<file path="config.mk">
export PLATFORM = sky130hd
export DESIGN_NAME = crotchet_sequencer
export DESIGN_NICKNAME = d
export VERILOG_FILES = /design/src/rtl/crotchet_sequencer.sv
export SDC_FILE = /design/constraint.sdc
export NUM_CORES = 1
export LEC_CHECK = 0
export ABC_AREA = 1
export BUFFER_PORTS_ARGS = -buffer_cell sky130_fd_sc_hd__buf_2
export CAP_MARGIN = 20
export CORE_MARGIN = 4
export CORE_UTILIZATION = 54
export CTS_CLUSTER_DIAMETER = 50
export CTS_CLUSTER_SIZE = 8
export DETAILED_ROUTE_END_ITERATION = 16
export GPL_TIMING_DRIVEN = 0
export MAX_ROUTING_LAYER = met4
export PLACE_DENSITY = 0.79
export SLEW_MARGIN = 40
export SYNTH_ARGS = -nofsm -noshare
export SYNTH_HDL_FRONTEND = slang
export SYNTH_SLANG_ARGS = --single-unit
</file>
<file path="constraint.sdc">
create_clock -name clk -period 1.75 [get_ports clk]
set_input_delay 0.35 -clock clk [delete_from_list [all_inputs] [get_ports clk]]
set_output_delay 0.35 -clock clk [all_outputs]
set_load 0.01 [all_outputs]
</file>
<file path="src/rtl/crotchet_sequencer.sv">
// crotchet_sequencer
//   Master timeline for the demo. Counts video frames (frame_tick pulses from the
//   VGA timing generator) into crotchets and drives the 7-bit crotchet index used
//   by the display renderer and the audio path. Offers play/pause/loop control
//   and a seek handshake for the debug/UI inputs.
//
// Parameters
//   FRAMES_PER_CROTCHET  frames per crotchet, 2..64
//   NUM_CROTCHETS        crotchets in the sequence, 1..128
//   LOOP_START           index reloaded on wrap when loop_en=1 (< NUM_CROTCHETS)
//
// Ports
//   clk            in   clock
//   rst_n          in   synchronous active-low reset
//   frame_tick     in   one-cycle pulse per video frame
//   start          in   begin/resume playback
//   pause          in   halt playback, hold position
//   loop_en        in   1: wrap to LOOP_START at the end, 0: stop in DONE
//   seek_valid     in   seek request
//   seek_crotchet  in   seek target index (clamped to NUM_CROTCHETS-1)
//   seek_ready     out  seek accepted when seek_valid && seek_ready
//   crotchet       out  current crotchet index
//   beat_pulse     out  one-cycle pulse when playback advances the crotchet
//   phrase_pulse   out  one-cycle pulse when that advance lands on index[2:0]==0
//   playing        out  sequencer is in PLAY
//   done           out  sequencer is in DONE
module crotchet_sequencer #(
  parameter int FRAMES_PER_CROTCHET = 52,
  parameter int NUM_CROTCHETS       = 104,
  parameter int LOOP_START          = 0
) (
  input  logic       clk,
  input  logic       rst_n,
  input  logic       frame_tick,
  input  logic       start,
  input  logic       pause,
  input  logic       loop_en,
  input  logic       seek_valid,
  input  logic [6:0] seek_crotchet,
  output logic       seek_ready,
  output logic [6:0] crotchet,
  output logic       beat_pulse,
  output logic       phrase_pulse,
  output logic       playing,
  output logic       done
);

  localparam int CW = $clog2(FRAMES_PER_CROTCHET);

  localparam logic [CW-1:0] FRAME_LAST = CW'(FRAMES_PER_CROTCHET - 1);
  localparam logic [6:0]    LAST_IDX   = 7'(NUM_CROTCHETS - 1);
  localparam logic [6:0]    LOOP_IDX   = 7'(LOOP_START);
  localparam logic          LOOP_PHRASE = ((LOOP_START % 8) == 0);

  typedef enum logic [1:0] {
    S_IDLE,
    S_PLAY,
    S_PAUSED,
    S_DONE
  } state_t;

  state_t        state, state_next;
  logic [CW-1:0] frame_cnt, frame_cnt_next;
  logic [6:0]    crotchet_next;
  logic          beat_next, phrase_next;
  logic          seek_accept;
  logic [6:0]    seek_target;

  // A seek is never accepted in a frame_tick cycle, so a seek can never collide
  // with a playback advance.
  assign seek_ready  = !frame_tick;
  assign seek_accept = seek_valid && !frame_tick;

  // Out-of-range targets clamp to the last crotchet; NUM_CROTCHETS may be 128,
  // so the comparison is done one bit wider.
  assign seek_target = ({1'b0, seek_crotchet} >= 8'(NUM_CROTCHETS)) ? LAST_IDX
                                                                    : seek_crotchet;

  assign playing = (state == S_PLAY);
  assign done    = (state == S_DONE);

  always_ff @(posedge clk) begin
    if (!rst_n) begin
      state        <= S_IDLE;
      frame_cnt    <= '0;
      crotchet     <= '0;
      beat_pulse   <= 1'b0;
      phrase_pulse <= 1'b0;
    end else begin
      state        <= state_next;
      frame_cnt    <= frame_cnt_next;
      crotchet     <= crotchet_next;
      beat_pulse   <= beat_next;
      phrase_pulse <= phrase_next;
    end
  end

  // Next-state logic. A pause arriving together with a frame_tick in PLAY
  // holds position: the tick is not counted.
  always_comb begin
    state_next     = state;
    frame_cnt_next = frame_cnt;
    crotchet_next  = crotchet;
    beat_next      = 1'b0;
    phrase_next    = 1'b0;

    case (state)
      S_IDLE: begin
        if (start) begin
          state_next     = S_PLAY;
          frame_cnt_next = '0;
        end
      end

      S_PLAY: begin
        if (pause) begin
          state_next = S_PAUSED;
        end else if (frame_tick) begin
          if (frame_cnt != FRAME_LAST) begin
            frame_cnt_next = frame_cnt + 1'b1;
          end else begin
            frame_cnt_next = '0;
            if (crotchet != LAST_IDX) begin
              crotchet_next = crotchet + 7'd1;
              beat_next     = 1'b1;
              phrase_next   = (crotchet[2:0] == 3'd7);
            end else if (loop_en) begin
              crotchet_next = LOOP_IDX;
              beat_next     = 1'b1;
              phrase_next   = LOOP_PHRASE;
            end else begin
              // End of sequence without looping: park on the last crotchet.
              state_next = S_DONE;
            end
          end
        end
      end

      S_PAUSED: begin
        if (start && !pause) begin
          state_next = S_PLAY;
        end
      end

      S_DONE: begin
        if (start) begin
          state_next     = S_PLAY;
          crotchet_next  = LOOP_IDX;
          frame_cnt_next = '0;
        end else if (seek_accept) begin
          // Seeking out of DONE leaves the sequencer paused at the new spot.
          state_next = S_PAUSED;
        end
      end

      default: begin
        state_next = S_IDLE;
      end
    endcase

    // Seek position overrides whatever start/pause did to the position.
    if (seek_accept) begin
      crotchet_next  = seek_target;
      frame_cnt_next = '0;
    end
  end

endmodule

</file>
# Word level (Yosys, flattened, before mapping)
# Index checks and enable logic that the tools add are counted.
[word_totals]
ff_bits = 17
latchBits = 0
mem_bits_rw = 0
mem_bits_ro = 0
inputBits = 14
wordCells = 71
n_memories = 0
[op_classes]
add_sub_neg = 2
multipliers = 0
div_mod_pow = 0
magnitude_cmp = 1
eq_ne = 20
shift = 0
mux = 27
bitwise = 3
n_reduce_logical = 13
[op_table]
columns = ["cell", "count"]
rows = [
  ["$mux W7", 8],
  ["$mux W6", 4],
  ["$mux W2", 9],
  ["$ne A3 B3 Y1 const B", 5],
  ["$pmux W7 S2", 1],
  ["$pmux W6 S2", 1],
  ["$ne A3 B2 Y1 const B", 3],
  ["$ne A2 B2 Y1 const B", 4],
  ["$pmux W2 S4", 1],
  ["$add A7 B1 Y7 const B", 1],
  ["$ge A7 B7 Y1 const B", 1],
  ["$ne A7 B7 Y1 const B", 1],
  ["$reduce_and A7 Y1", 1],
  ["$add A6 B1 Y6 const B", 1],
  ["$ne A6 B6 Y1 const B", 1],
  ["$reduce_and A6 Y1", 1],
  ["$reduce_or A5 Y1", 1],
  ["$eq A2 B2 Y1 const B", 2],
  ["$ne A4 B2 Y1 const B", 1],
  ["$reduce_and A4 Y1", 1],
  ["$reduce_or A2 Y1", 2],
  ["$eq A3 B3 Y1 const B", 1],
  ["$mux W1", 3],
  ["$not A1 Y1", 3],
  ["other kinds (7)", 9],
]

# Depth between registers and ports, before layout
# Gate-level depths: netlist of run 1.
[depth]
ltp_word = 7
ltp_mapped = 11
mapped_depth_nobuf = 10

# Worst setup path after synthesis of run 1
# No wires, ideal clock.
[synth_timing]
path_kind = "reg2reg"
start = "register state[1]"
end = "register crotchet[3]"
setup_ns = 0.113
arrival_time_ns = 1.420
path_slack_ns = 0.217
stages_incl_launch_ff = 10
cell_sequence = "dfxtp_1 > inv_1 > ha_1 > inv_2 > a21oi_1 > a21oi_4 > nand4_4 > buf_6 > nor2_1 > nor2_1"
[synth_between]
elab_chain_cells = 3
elab_cells_between_ends = 11
classes_between = "eq/ne: 7; mux: 2; reduce/logical: 2"
[synth_lines]
columns = ["element", "line", "rtl"]
rows = [
  ["start, declared", "62", "state_t state, state_next;"],
  ["start signal, assigned", "90", "state <= state_next;"],
  ["$eq A2 B1 Y1 (*)", "--", ""],
  ["via playing", "44", "output logic playing,"],
  ["$ne A4 B2 Y1 (no source line), or another cell as far along", "--", ""],
  ["$reduce_and A6 Y1 (no source line) / $mux W7 (equally long branches)", "--", ""],
  ["end signal, assigned", "92", "crotchet <= crotchet_next;"],
  ["end, declared", "41", "output logic [6:0] crotchet,"],
]
# Mark *: on every way through the listed nets, which the timed path passes. The rest lies on a longest branch.
# A chain may end at the register's enable or synchronous reset.

# Final worst setup path of run 1
[layout_timing]
start = "register state[1]"
end = "register crotchet[5]"
[layout_between]
elab_chain_cells = 3
elab_cells_between_ends = 11
classes_between = "eq/ne: 7; mux: 2; reduce/logical: 2"
[layout_lines]
columns = ["element", "line", "rtl"]
rows = [
  ["$eq A2 B1 Y1 / $eq A2 B2 Y1 (equally long branches)", "107", "case (state)"],
  ["$ne A4 B2 Y1 (no source line), or another cell as far along", "--", ""],
  ["$reduce_and A6 Y1 (no source line) / $mux W7 (equally long branches)", "--", ""],
]
# Parallel ways exist; a longest one is shown, timed or not.

==> results of run 1 <==
-- metal layers --
layer | part of all wire | wire, um | up-vias | track usage
li1 | - | - | 675 | -
met1 | 0.45 | 1250 | 574 | 0.241
met2 | 0.51 | 1420 | 16 | 0.333
met3 | 0.024 | 67 | 5 | 0.0302
met4 | 0.016 | 44 | 0 | 0.0610
met5 | 0 | 0 | - | -
-- flip-flops by register name, indices dropped and copies added, names as in the netlist --
| name | cells |
|---|---|
| phrase_pulse | 1 |
| frame_cnt | 6 |
| state | 2 |
| crotchet | 7 |
| beat_pulse | 1 |
-- worst min-delay path, delay by kind of cell --
| kind | cells | cell delay (ns) |
|---|---|---|
| AOI/OAI and AO/OA | 1 | 0.05 |
| buffers and inverters | 1 | 0.12 |
| and+or+nand+nor | 1 | 0.06 |
-- layout make-up --
class | instances | area (um^2) | share of cell area
Buffer | 2 | 16.3 | 0.0112
Multi-Input combinational cell | 145 | 787 | 0.542
Tap cell | 28 | 35.0 | 0.0241
Clock inverter | 1 | 5.00 | 0.00345
Clock buffer | 3 | 22.5 | 0.0155
Timing Repair Buffer | 25 | 125 | 0.0861
Sequential cell | 17 | 344 | 0.237
Inverter | 30 | 118 | 0.0810
-- synthesized netlist by cell type, drive strengths merged --
master | n | area share
a211oi | 1 | 0.0061
a21oi | 13 | 0.068
buf | 2 | 0.013
dfxtp | 17 | 0.28
ha | 7 | 0.071
inv | 30 | 0.095
nand2 | 55 | 0.18
nand3 | 12 | 0.053
nand4 | 5 | 0.037
nor2 | 35 | 0.12
nor3 | 1 | 0.0081
nor3b | 2 | 0.016
nor4 | 1 | 0.0051
o21a | 1 | 0.0061
o21ai | 10 | 0.040
o22ai | 1 | 0.0051
xor2 | 1 | 0.0071
-- cell families after synthesis --
group                    share of synthesized area
adder cells (fa/ha/maj)                     0.0708
XOR/XNOR                                   0.00709
flip-flops                                   0.275
buffers and inverters                        0.108
AO/OA/AOI/OAI                                0.126
AND/OR/NAND/NOR                              0.413
-- worst max path at each step --
stage / startpoint / to / slack (ns)
CTS: state[0]$_SDFFE_PN0P_ / frame_cnt[3]$_SDFFE_PP0P_ / 0.02
floorplan: state[1]$_SDFFE_PN0P_ / crotchet[3]$_SDFFE_PN0P_ / 0.22
global placement: state[0]$_SDFFE_PN0P_ / frame_cnt[3]$_SDFFE_PP0P_ / 0.06
global route: state[1]$_SDFFE_PN0P_ / frame_cnt[5]$_SDFFE_PP0P_ / -0.03
finish: state[1]$_SDFFE_PN0P_ / crotchet[5]$_SDFFE_PN0P_ / 0.13
detailed placement: state[0]$_SDFFE_PN0P_ / frame_cnt[2]$_SDFFE_PP0P_ / -0.04
-- per-stage QoR --
step           instance area (um^2)  setup TNS, ns  power [mW]  setup WS (ns)
3_5_place_dp                   1400        -0.0535        1.77        -0.0440
4_1_cts                        1430              0        1.99         0.0199
2_1_floorplan                  1240              0        1.48          0.217
3_3_place_gp                   1400              0        1.72         0.0641
6_report                       1450              0        2.03          0.129
5_1_grt                        1450        -0.0464        2.24        -0.0344
-- power by group --
group / total, mW / switching [mW] / internal, mW / leakage [nW]
registers: 0.649 / 0.136 / 0.513 / 0.140
clock network: 0.223 / 0.138 / 0.0852 / 0.0177
logic: 1.16 / 0.701 / 0.459 / 0.572
-- timing repair --
action,CTS,global route
buffers inserted,0,0
setup endpoints to repair,3,14
resized for setup,2,5
==> results.ini, run 1 <==
[critical_path]
cp_top_family=simple AND/OR/NAND/NOR gates
crit_type=reg2reg
cp-start-kind=flip-flop
r2r_cells=10
path_buf_inv=3
critPathCaptureType=flip-flop
r2r_end=crotchet[5]$_SDFFE_PN0P_
cp_data_arrival_time_ns=1.83
crit_chain=inv_1 > ha_2 > inv_2 > nand2_2 > nor2_2 > a21oi_4 > nand4_4 > buf_6 > nor2_1 > nor2_1
slowest_delay_ns=0.35
r2r_setup_slack_ns=0.13
critPathMostFrequentCell=nor2_1
cp.depth=10
cp_data_required_time_ns=1.96
crit_slowest_cell=dfxtp_2
crit_fanout=10
reg2reg_from=state[1]$_SDFFE_PN0P_

[yosys]
synth_seq_cells=17
yosys_warnings=0
synth.lib_cells_used.distinct=30
syn_avg_cell_area_um2=6.37
synthesis.nets=215
yosysSeqAreaShare=0.275
synthCells=194
syn_area_mm2=0.00124

[worst_hold_path]
worstHoldStart=rst_n
hold_path_depth=3
hold_end=frame_cnt[1]$_SDFFE_PP0P_
min_path_type=in2reg

[job]
max_cap_viol_count=0

[clocking]
clk_latency_ns=0.30
cts-root-buf=clkbuf_4
cts.sinks=17
cts_max_level=1
clkTransAtPathRegs_ns=0.11
cts_buffers=3
clockBufferDepth=2
cts_hold_buf=0
cts_tree=built

[sta]
fin_skew_ns=0.00289
finalSetupViolCount=0
finalHoldViolCount=0
period_share=0.927
rsz0062_at_grt=yes
fmax_mhz=617
worst_pin_slew_ns=0.264
slew_viol_final=0
whs_ns=0.312
slew_headroom=0.823
min_period_ns=1.62

[die]
start_util=0.564
die_x_um=55.8
die_h_um=55.8
dieArea_mm2=0.00312
coreArea_mm2=0.00219
boundaryPins=26
rows=17

[route]
drt_first_pass_iters=4
wl_per_cell_um=11.1
avgViaCountPerCell=5.06
vias=1270
wl_mm=2.78
drc=0
first_iter_violations=25
ant_nets=0

[finish]
final_nets=245
final_common_cell=nand2_1
layout-drive-gt1-share=0.251
final_cell_mix=nand2_1 (52), nor2_1 (32), buf_2 (26)
stdcell_count=251
fillers=209
post-route-util=0.663
area_delta_synth_final_pct=17.5
antenna_cells=0

[pwr]
power_leakage_nw=0.729
peakVddDrop_mv=1.05
power_density_mw_per_mm2=1400

[status]
status=complete, no violations

[global_routing]
grt_overflow=0
grt_max_degree=11
antenna_found_initial=0
grt_pass1_wl_mm=4.89
track_usage=0.197
grt_pass1_vias=1183

[placed_design]
place_inst=247
finalWeightedCongestion=0.881
place_hpwl_mm=2.19
io_buffers=25

Power figures use the tool's default switching activity.
==> run 2, diff against run 1 <==
- BUFFER_PORTS_ARGS: -buffer_cell sky130_fd_sc_hd__buf_2 -> -buffer_cell sky130_fd_sc_hd__buf_4
- RECOVER_POWER: unset -> 25
==> run 2 against run 1 <==
Sequential share of layout area down 0.73 points. Cell area increased by 3.2%. Count of clock-buffer cells in the layout unchanged. Wire length is 5.4% higher. Die area stayed put. Via count increased by 2.4%. Clock skew is 0.0062 ns higher. Register-to-register slack barely moved.
==> results.ini, run 2 (same netlist as run 1, synthesis figures left out) <==
[placed_design]
io_buffers=25
place_hpwl_mm=2.24
placed_area_mm2=0.00146
finalWeightedCongestion=0.858

[pwr]
power_leakage_nw=0.728
finalPower_mw=2.08
peakVddDrop_mv=0.977
power_density_mw_per_mm2=1390

[clocking]
clockBufferDepth=2
cts_hold_buf=0
post_cts_buffers=0
cts_buffers=3
cts_max_level=1
cts-root-buf=clkbuf_4
clk_latency_ns=0.31
clkTransAtPathRegs_ns=0.10
cts_tree=built
cts.sinks=17

[critical_path]
crit_slowest_cell=dfxtp_2
crit_chain=inv_1 > ha_2 > nor2_1 > a21oi_2 > nand2_4 > inv_2 > nand2_1 > nand3_2 > nor2_1 > o21a_1
critPathLaunch=state[0]$_SDFFE_PN0P_
worstSetupEndpoint=frame_cnt[3]$_SDFFE_PP0P_
cp_data_required_time_ns=1.96
r2r_setup_slack_ns=0.14
cp-start-kind=flip-flop
cp_data_arrival_time_ns=1.81
reg2reg_from=state[0]$_SDFFE_PN0P_
crit_fanout=8
slowest_delay_ns=0.37
r2r_cells=10
critPathMostFrequentCell=nor2_1
r2r_end=frame_cnt[3]$_SDFFE_PP0P_
critPathCaptureType=flip-flop
crit_type=reg2reg

[finish]
area_delta_synth_final_pct=21.3
final_cell_mix=nand2_1 (52), nor2_1 (31), inv_1 (25)
design_area_mm2=0.00150
antenna_cells=0
reg_top3=crotchet (7), frame_cnt (6), state (2)
final_common_cell=nand2_1
final_nets=245
post-route-util=0.684
top_register=crotchet
layout-drive-gt1-share=0.229
largest_reg_flops=7

[status]
status=complete, no violations

[global_routing]
grt_overflow=0
grt_pass1_wl_mm=4.97
antenna_found_initial=0
grt_pass1_vias=1208
grt_max_degree=11
track_usage=0.200

[route]
wl_mm=2.93
avgViaCountPerCell=5.18
wl_per_cell_um=11.7
ant_nets=0
drt_first_pass_iters=4
first_iter_violations=48
drc=0
vias=1301

[worst_hold_path]
min_path_type=in2reg

[sta]
fin_skew_ns=0.00914
fmax_mhz=622
slew_viol_final=0
fin_tns_setup_ns=0
slew_headroom=0.817
min_period_ns=1.61
finalHoldViolCount=0
period_share=0.918
worst_pin_slew_ns=0.274
finalSetupViolCount=0

[job]
max_cap_viol_count=0

[die]
rows=17
dieArea_mm2=0.00312
coreArea_mm2=0.00219
die_h_um=55.8
boundaryPins=26
die_x_um=55.8
start_util=0.564

## run 2: cell count changes in the layout (fill, tap and decap cells not counted), sizes merged
cell | before | now
clkbuf | 3 | 8
buf | 27 | 22
clkinvlp | 0 | 1
inv | 30 | 29
## run 2: how the worst min path moves through the flow
stage | depth (start not counted) | start | endpoint
after floorplan | 2 | frame_cnt[1]$_SDFFE_PP0P_ | frame_cnt[1]$_SDFFE_PP0P_
after global placement | 2 | frame_cnt[0]$_SDFFE_PP0P_ | frame_cnt[0]$_SDFFE_PP0P_
after detailed placement | 2 | frame_cnt[0]$_SDFFE_PP0P_ | frame_cnt[0]$_SDFFE_PP0P_
after CTS | 3 | rst_n | frame_cnt[1]$_SDFFE_PP0P_
after global routing | 3 | rst_n | frame_cnt[1]$_SDFFE_PP0P_
final | 3 | rst_n | frame_cnt[1]$_SDFFE_PP0P_
## run 2: timing repair
action | in CTS | in global routing
setup endpoints to repair | 2 | 14
gates resized for setup | 1 | 9
pin swaps | 0 | 0
## run 2: stage by stage
stage	setup slack (ns)	instances	hold WS, ns
4_1_cts	0.0200	251	0.306
6_report	0.143	251	0.311
3_3_place_gp	0.0646	247	0.486
5_1_grt	-0.00720	251	0.321
2_1_floorplan	0.217	194	0.466
3_5_place_dp	0.0224	247	0.500
## run 2: worst max-delay path, delay by kind of cell (launching register included)
| kind | cells | cell delay, ns |
|---|---|---|
| buf+inv | 2 | 0.14 |
| simple gates | 5 | 0.40 |
| fa+ha+maj | 1 | 0.36 |
| compound gates | 2 | 0.24 |
| flops | 1 | 0.37 |
## run 2: final cells by class
cell class / count / area, um^2
inverter: 30 / 116
timing repair buffer: 25 / 169
tap: 28 / 35.0
sequential: 17 / 344
buffer: 2 / 16.3
fill: 212 / 692
multi-input combinational: 145 / 791
clock buffer: 3 / 22.5
clock inverter: 1 / 5.00
## run 2: report_power, final
part	internal, mW	total (mW)	switching (mW)
logic	0.473	1.20	0.727
clock network	0.0853	0.227	0.142
registers	0.513	0.650	0.137
## run 2: per-layer routing
metal	up-vias	routed length [um]	GRT usage
met5	-	0	-
met2	18	1480	0.353
li1	673	-	-
met3	8	85	0.0325
met4	0	53	0.0610
met1	602	1310	0.231
==> run 3, diff against run 2 <==
- ABC_AREA: 1 -> 0
- CAP_MARGIN: 20 -> 25
- CORE_UTILIZATION: 54 -> 52
- PLACE_DENSITY: 0.79 -> 0.78
==> run 3 against run 2 <==
The run now ends with negative setup slack left. Via count fell by 9.1%. Count of clock-buffer cells in the layout rose by 1. Sequential power fell by 21%. Maximum frequency fell by 9.5%. Power fell by 25%. Synthesized cell count fell by 30%. First-iteration DRC count fell by 60%. Cell count fell by 22%. Worst hold slack improved by 0.041 ns. Global-route usage rose by 3.5 points. Critical path type unchanged. Largest cell class unchanged. Largest power group unchanged.
==> results.ini, run 3 <==
[die]
die_h_um=54.2
rows=16
boundaryPins=26
start_util=0.554
coreArea_mm2=0.00200
die_x_um=54.2
dieArea_mm2=0.00294

[route]
wl_mm=3.05
drc=0
first_iter_violations=19
ant_nets=0
avgViaCountPerCell=6.04
wl_per_cell_um=15.6
vias=1183
drt_first_pass_iters=4

[pwr]
finalPower_mw=1.56
power_leakage_nw=0.582
peakVddDrop_mv=1.11
power_density_mw_per_mm2=1030

[sta]
rsz0062_at_grt=yes
period_share=1.01
slew_headroom=0.711
layout_setup_ws_ns=-0.0252
min_period_ns=1.78
finalSetupViolCount=3
worst_pin_slew_ns=0.434
finalHoldViolCount=0
fin_skew_ns=0.00247
fmax_mhz=563
slew_viol_final=0

[global_routing]
antenna_found_initial=0
grt_pass1_vias=1068
grt_max_degree=11
grt_pass1_wl_mm=4.84
grt_overflow=0
track_usage=0.235

[clocking]
clockBufferDepth=2
clk_latency_ns=0.29
cts_tree=built
cts-root-buf=clkbuf_4
clkTransAtPathRegs_ns=0.10
cts_max_level=1
cts_hold_buf=0
cts.sinks=17
cts_buffers=3

[yosys]
yosys_warnings=0
yosys-top-cells-area=dfxtp_1 (31%), ha_1 (7.9%), nand2_1 (5.1%), nor2_1 (4.4%), a21oi_1 (3.6%)
synth_seq_cells=17
syn_area_mm2=0.00111
yosysMostFrequentCell=dfxtp_1
synthCells=136
synth_edf_count=0
syn_avg_cell_area_um2=8.16
yosys.area.top_type=dfxtp_1
synthesis.nets=157
synthTopCellsByCount=dfxtp_1 (17), nand2_1 (15), nor2_1 (13), a21oi_1 (8), ha_1 (7)
ys.flop_type=dfxtp_1
yosysSeqAreaShare=0.307
netlist.area_leader.share=0.307
async_reset_ff_frac=0
synth.lib_cells_used.distinct=45

[status]
status=complete, but fails checks
violations=negative setup slack

[finish]
reg_top3=crotchet (7), frame_cnt (6), state (2)
top_register=crotchet
final_nets=191
post-route-util=0.753
stdcell_count=196
final_common_cell=buf_4
area_delta_synth_final_pct=35.7
largest_reg_flops=7
antenna_cells=0
layout-drive-gt1-share=0.331
final_cell_mix=buf_4 (27), nand2_1 (15), dfxtp_1 (12)

[placed_design]
dp_slack_ns=-0.156
io_buffers=25
finalWeightedCongestion=0.808
place_hpwl_mm=2.12
place_inst=188

[worst_hold_path]
hold_end=frame_cnt[1]$_SDFFE_PP0P_
min_path_type=in2reg
hold_path_depth=3
worstHoldStart=rst_n

[critical_path]
reg2reg_from=state[1]$_SDFFE_PN0P_
r2r_end=crotchet[1]$_SDFFE_PN0P_
crit_fanout=5
cp_data_required_time_ns=1.97
cp-start-kind=flip-flop
cp_data_arrival_time_ns=2.00
r2r_cells=7
critPathCaptureType=flip-flop
r2r_setup_slack_ns=-0.03
crit_type=reg2reg
critPathLaunch=state[1]$_SDFFE_PN0P_

[job]
max_cap_viol_count=0

run 3: changes by cell type after synthesis, sizes merged, moves of 5 or more:
cell   before  now
nand2      55   15
inv        30    6
nor2       35   13
nand3      12    4
o21ai      10    4
a21oi      13    8
run 3: kinds of logic after synthesis:
logic type / Yosys count / share of synthesized area
simple gates: 61 / 0.292
compound gates: 35 / 0.238
flops: 17 / 0.307
buf+inv: 11 / 0.0451
fa+ha+maj: 7 / 0.0789
xor+xnor: 5 / 0.0395
run 3: what timing repair did:
item,in CTS,in global routing
pin swaps,5,6
setup endpoints to repair,12,14
setup buffers,5,0
gates resized for setup,12,13
run 3: final cells by class:
| type | count | area (um^2) |
|---|---|---|
| Tap cell | 27 | 33.8 |
| Fill cell | 155 | 495 |
| Buffer | 4 | 26.3 |
| Multi-Input combinational cell | 108 | 827 |
| Sequential cell | 17 | 354 |
| Timing Repair Buffer | 30 | 214 |
| Clock buffer | 4 | 26.3 |
| Inverter | 6 | 25.0 |
run 3: how the worst max path moves through the flow:
stage	end	slack, ns	cells past startpoint
final	crotchet[1]$_SDFFE_PN0P_	-0.03	7
after CTS	crotchet[3]$_SDFFE_PN0P_	-0.02	7
after floorplan	crotchet[6]$_SDFFE_PN0P_	0.02	7
after detailed placement	crotchet[3]$_SDFFE_PN0P_	-0.16	7
after global routing	crotchet[1]$_SDFFE_PN0P_	-0.13	7
after global placement	crotchet[3]$_SDFFE_PN0P_	-0.10	6
run 3: routing by layer:
layer	wire length [um]	vias up	track usage
li1	-	564	-
met1	1280	558	0.271
met2	1480	47	0.396
met3	177	14	0.0471
met4	109	0	0.0913
met5	0	-	-
run 3: where the power goes:
| group | internal (mW) | switching [mW] |
|---|---|---|
| clock | 0.0886 | 0.123 |
| sequential | 0.443 | 0.0703 |
| combinational | 0.403 | 0.429 |
| total | 0.935 | 0.622 |
run 3: worst max-delay path, stage by stage (launching register included):
cell	delay [ns]
dfxtp_4	0.38
inv_4	0.06
ha_4	0.18
nor2_4	0.05
a2111oi_4	0.37
a31oi_4	0.18
or3_1	0.34
a21boi_1	0.14
run 3: stage by stage:
stage	hold WS [ns]	setup TNS, ns	instance area [um^2]
4_1_cts	0.336	-0.0729	1470
5_1_grt	0.333	-0.538	1510
2_1_floorplan	0.480	0	1140
3_3_place_gp	0.476	-0.550	1370
6_report	0.351	-0.0460	1510
3_5_place_dp	0.487	-0.979	1370
